<file path="src/rtl/counter12_down.sv">
// counter12_down: modulo-12 down counter with synchronous load, cascadable borrow and clamped illegal loads.
module counter12_down #(
  parameter logic [3:0] RESET_VALUE = 4'd0
) (
  input  logic       clk,
  input  logic       rst_n,
  input  logic       en,
  input  logic       load,
  input  logic [3:0] d,
  output logic [3:0] q,
  output logic       zero,
  output logic       borrow,
  output logic       load_err
);
  logic       bad_d;
  logic [3:0] q_nxt;
  // Any state outside 0..11, or zero, reloads 11 when counting, so upsets self-heal.
  always_comb begin
    bad_d = d > 4'd11;
    q_nxt = load ? (bad_d ? 4'd11 : d) :
            en   ? ((q == 4'd0 || q > 4'd11) ? 4'd11 : q - 4'd1) : q;
  end
  always_ff @(posedge clk or negedge rst_n)
    if (!rst_n) begin
      q        <= RESET_VALUE;
      load_err <= 1'b0;
    end else begin
      q        <= q_nxt;
      load_err <= load & bad_d;
    end
  assign zero   = q == 4'd0;
  assign borrow = en & zero;
endmodule

</file>
<file path="config.mk">
export PLATFORM = sky130hd
export DESIGN_NAME = counter12_down
export DESIGN_NICKNAME = d
export VERILOG_FILES = /design/src/rtl/counter12_down.sv
export SDC_FILE = /design/constraint.sdc
export NUM_CORES = 1
export LEC_CHECK = 0
export CELL_PAD_IN_SITES_DETAIL_PLACEMENT = 1
export CELL_PAD_IN_SITES_GLOBAL_PLACEMENT = 1
export CORE_AREA = 3 3 40 42
export DETAILED_ROUTE_END_ITERATION = 12
export DIE_AREA = 0 0 43 45
export GPL_TIMING_DRIVEN = 0
export HOLD_SLACK_MARGIN = 0.08
export PLACE_DENSITY = 0.67
export SETUP_SLACK_MARGIN = 0.3
export SLEW_MARGIN = 20
export SYNTH_ARGS = -nofsm -noshare
export SYNTH_HDL_FRONTEND = slang
export SYNTH_SLANG_ARGS = --single-unit
</file>
<file path="constraint.sdc">
create_clock -name clk -period 2.3 [get_ports clk]
set_clock_uncertainty 0.2 [all_clocks]
set_input_delay 0.575 -clock clk [delete_from_list [all_inputs] [get_ports clk]]
set_output_delay 0.575 -clock clk [all_outputs]
set_load 0.05 [all_outputs]
</file>
### Yosys cells after proc, flatten, opt, wreduce, memory -nomap -nowiden

Cells that the tools add are included.

| storage, ports and cells | value |
|---|---|
| memory bits (read-only) | 0 |
| logic and storage cells | 14 |
| output and inout bits | 7 |
| register bits | 5 |
| bits in writable memories | 0 |
| bits in latches | 0 |
| input bits | 8 |
| memories kept | 0 |

| cells by class | value |
|---|---|
| shifts and indexed selects | 0 |
| $lt $le $gt $ge | 2 |
| div/mod/pow operators | 0 |
| add/sub/neg operators | 1 |
| reductions and logical operators | 3 |
| equality and inequality tests | 0 |
| multiply operators | 0 |
| bitwise gates (word level) | 2 |
| muxes and demuxes | 4 |

Operators by type and width:

| cell | number |
|---|---|
| two-way mux 4 bit | 4 |
| greater-than comparator 4 bit (second input constant) | 2 |
| logical NOT 4 bit | 1 |
| subtractor 4 x 1 -> 4 bit (second input constant) | 1 |
| AND 1 bit | 2 |
| nonzero test 2 bit | 1 |
| logical OR 1 bit | 1 |

### Depth between registers and ports, before layout

| logic depth | value |
|---|---|
| depth in word-level cells | 5 |
| gate-level depth with buffers | 5 |
| depth with buffers taken out | 5 |

### Worst setup path after synthesis

OpenSTA, ideal clock, no wires.

| path | value |
|---|---|
| path type | reg2out |
| start point | register q[0] |
| end point | output borrow |
| stages on the path, launching flop included | 5 |
| buffers on the path | 0 |
| data arrival time | 2072 ps |
| slack | -547 ps |
| data required time | 1525 ps |
| path through | dfrtp_1 -> inv_1 -> ha_1 -> nor3b_2 -> and2_2 |

| between the ends | value |
|---|---|
| cells in the longest elaborated chain, start to end | 2 |

RTL lines:

| item | RTL line | RTL |
|---|---|---|
| start: declaration | 10 | `output logic [3:0] q,` |
| start signal: assignment | 28 | `q <= q_nxt;` |
| logical NOT 4 bit | 31 | `assign zero = q == 4'd0;` |
| named net zero | 11 | `output logic zero,` |
| AND 1 bit | 32 | `assign borrow = en & zero;` |
| end: declaration | 12 | `output logic borrow,` |

The timed path passes the listed nets, and every way through them passes these cells.

### Worst setup path after layout

| path | value |
|---|---|
| start point | register q[1] |
| end point | output borrow |

| between the ends | value |
|---|---|
| cells in the longest elaborated chain, start to end | 2 |

RTL lines:

| item | RTL line |
|---|---|
| logical NOT 4 bit | 31 |
| AND 1 bit | 32 |

Every way passes these cells.

==> summary.md <==
| Metric | Value |
|---|---|
| Fillcell total | `148` |
| Clk root buf | `clkbuf_4` |
| Synth warn | `0` |
| Worst-Margin Slew | `0.5063 ns` |
| Finished Layout Cells | `72` |
| Area delta synth->final | `82.14%` |
| DR WL/cell | `13.44 um` |
| RSZ-0062 raised after global routing | `yes` |
| Post-Place Cells | `63` |
| Number of global-route vias before repair | `397` |
| Drt drc | `0` |
| ANT nets after route | `0` |
| Post-Synthesis Cells | `34` |
| Critical Path, Cell by Cell | `inv_2 > ha_4 > nor3b_4 > and2_4 > buf_8` |
| Leakage | `0.2525 nW` |
| Placeable Area | `1285 um^2` |
| GPL Wtd Cong | `0.7051` |
| Fmax | `0.4711 GHz` |
| Via count | `345` |
| Htree depth | `1` |
| Port Buf Inserts | `14` |
| Critical path class | `reg2out` |
| Tcrit/Tclk final | `0.9229` |
| Sequential element share of the synthesized area | `0.3968` |
| Router iterations before antenna repair | `2` |
| CTS tree | `done` |
| Worst path bufs/invs | `2` |
| DIE HEIGHT | `45 um` |
| All-Layer GR Usage | `0.1129` |
| Initial Util | `0.2454` |
| Worst Path Arrival | `1.35 ns` |
| Max-cap check violation count | `0` |
| Largest net degree at the start of global routing | `11` |
| Outcome | `complete, no violations` |
| Post-Synthesis Cell Area | `315.3 um^2` |
| Startpoint Class | `flop` |
| P per Cell Area | `589.6 nW/um^2` |
| Standard-cell rows | `13` |
| Grt ovf | `0` |
| Max-slew violation count | `0` |
| CP delay by family, top | `flip-flops` |
| Drt initial violations | `1` |
| Final setup violation count | `0` |
| Reg area | `127.6 um^2` |
| Die area | `1935 um^2` |
| Global-route wire length before repair | `1593 um` |
| Crit-path slowest cell | `dfrtp_2` |
| Slew Limit Headroom | `0.6638` |
| Syn avg cell area | `9.274 um^2` |
| Crit path largest cell delay | `0.41 ns` |
| # hold bufs at CTS | `0` |
| Drt total wl | `968 um` |
| Endpoint class of the critical path | `output port` |
| Maximum VDD drop | `0.0003996 V` |
| Final Instance Area | `574.3 um^2` |
| R2r worst-path depth | `7` |
| Dpl cell area | `496.7 um^2` |
| Clock Path Buffers | `2` |
| Yosys reg bits | `5` |
| Hold Fails Final Rpt | `0` |
| Share of cells above drive strength 1 | `0.4035` |
| Post-DP HPWL | `738.4 um` |
| Initial antenna violation count | `0` |
| Clock-pin slew on the worst setup and hold paths | `0.05 ns` |
| Critical path peak fanout | `3` |
| Syn nets | `43` |
| Min Tclk post-route | `2.123 ns` |
| Reg2reg start | `q[1]` |
| Required @ worst endpoint | `1.52 ns` |
| Die W | `43 um` |
| Min-delay worst type | `in2async` |
| CTS Sinks | `5` |
| CTS Buf Count | `3` |
| Multi-input logic area | `186.4 um^2` |
| Ports | `15` |
| Reg2Reg Setup Slack | `0.41 ns` |
| Total Nets Final | `67` |
| Unique cell type count in the Yosys netlist | `19` |
| End of the worst register-to-register path | `q[0]` |
| Clock latency on the worst-skew pair | `0.24 ns` |
| Antenna cells | `0` |
| Via density | `4.792` |
[through the flow]
step	power (mW)	setup TNS (ns)	util	hold slack [ns]	setup WS, ns
final	0.3386	0	0.4469	0.3505	0.1774
after global routing	0.3646	0	0.4469	0.3550	0.1113
after CTS	0.3449	0	0.4411	0.3469	0.1301
after detailed placement	0.2331	-0.7741	0.3866	0.3511	-0.5880
after global placement	0.2289	-0.7373	0.3866	0.3469	-0.5669
after floorplan	0.1849	-0.1362	-	0.07941	-0.1362
[sequential cells by signal (all words and copies together), names as in the netlist]
register,cells
q,4
load_err,1
[Yosys cell counts]
master	instances	share of area
a2111oi_2	1	0.048
a211oi_1	2	0.048
a21boi_0	2	0.048
a21oi_1	2	0.032
a221oi_2	1	0.048
a31oi_1	1	0.020
a32oi_1	1	0.028
and2_2	1	0.024
and3_1	1	0.020
buf_2	1	0.016
dfrtp_1	5	0.40
ha_1	1	0.040
inv_1	5	0.060
nand2_1	1	0.012
nor2_1	2	0.024
nor2b_1	1	0.020
nor3_1	3	0.048
nor3b_2	1	0.040
o21ai_0	2	0.032
[worst reg2reg max path, stage by stage, from the launching register on]
cell	delay, ns
dfrtp_2	0.37
inv_2	0.05
ha_4	0.15
nor3b_4	0.15
buf_6	0.13
buf_4	0.12
a2111oi_2	0.43
a211oi_1	0.15
[where the power goes]
| part | leakage (nW) | internal (mW) | switching [mW] |
|---|---|---|---|
| clock | 0.0150 | 0.0655 | 0.0345 |
| combinational | 0.181 | 0.0532 | 0.0740 |
| sequential | 0.0567 | 0.0983 | 0.0131 |
| total | 0.253 | 0.217 | 0.122 |
[kinds of logic (layout without fill, tap and decap cells)]
group / count (synthesis) / count (layout) / share of synthesized area
buffers and inverters: 6 / 29 / 0.07539
AO/OA/AOI/OAI: 12 / 12 / 0.3016
adder cells (fa/ha/maj): 1 / 1 / 0.03968
flip-flops: 5 / 5 / 0.3968
AND/OR/NAND/NOR: 10 / 10 / 0.1865
[worst max path at each step]
stage	slack, ns	start	end	cells past startpoint
final	0.18	q[1]	borrow	5
after global routing	0.11	q[0]	borrow	5
after CTS	0.13	q[0]	borrow	5
after detailed placement	-0.59	en	borrow	3
after global placement	-0.57	en	borrow	3
after floorplan	-0.14	q[1]	borrow	4
[layout by cell type, fill, tap and decap left out, types with 2 or more instances in the layout]
master           instances
nor3_1                   3
inv_2                    2
o21ai_0                  2
a211oi_1                 2
clkbuf_4                 3
nor2_1                   2
dfrtp_2                  2
buf_4                    4
dfrtp_1                  3
clkdlybuf4s15_2          3
dlygate4sd2_1            3
a21oi_1                  2
buf_8                    2
inv_1                    3
clkdlybuf4s50_1          6
a21boi_0                 2
[routing by layer]
metal | wire (um) | up-vias | GRT usage
met2 | 556 | 9 | 0.2246
met3 | 30 | 0 | 0.05179
met1 | 381 | 167 | 0.1049
li1 | - | 169 | -
met5 | 0 | - | 0
met4 | 0 | 0 | 0.02410
[layout make-up]
type                    instances  area share
flip-flops and latches          5      0.2222
clock buffers                   4     0.04575
well taps                      15     0.03268
inverters                       5     0.03268
repair buffers                 19      0.3333
multi-input cells              23      0.3246
plain buffers                   1    0.008715
[repair_timing]
item / 4_1_cts / 5_1_grt
buffers inserted: 5 / 0
pin swaps: 1 / 0
endpoints found under the setup margin: 7 / 3
gates resized for setup: 27 / 2
cloned: 0 / 0
Power figures use the tool's default switching activity.
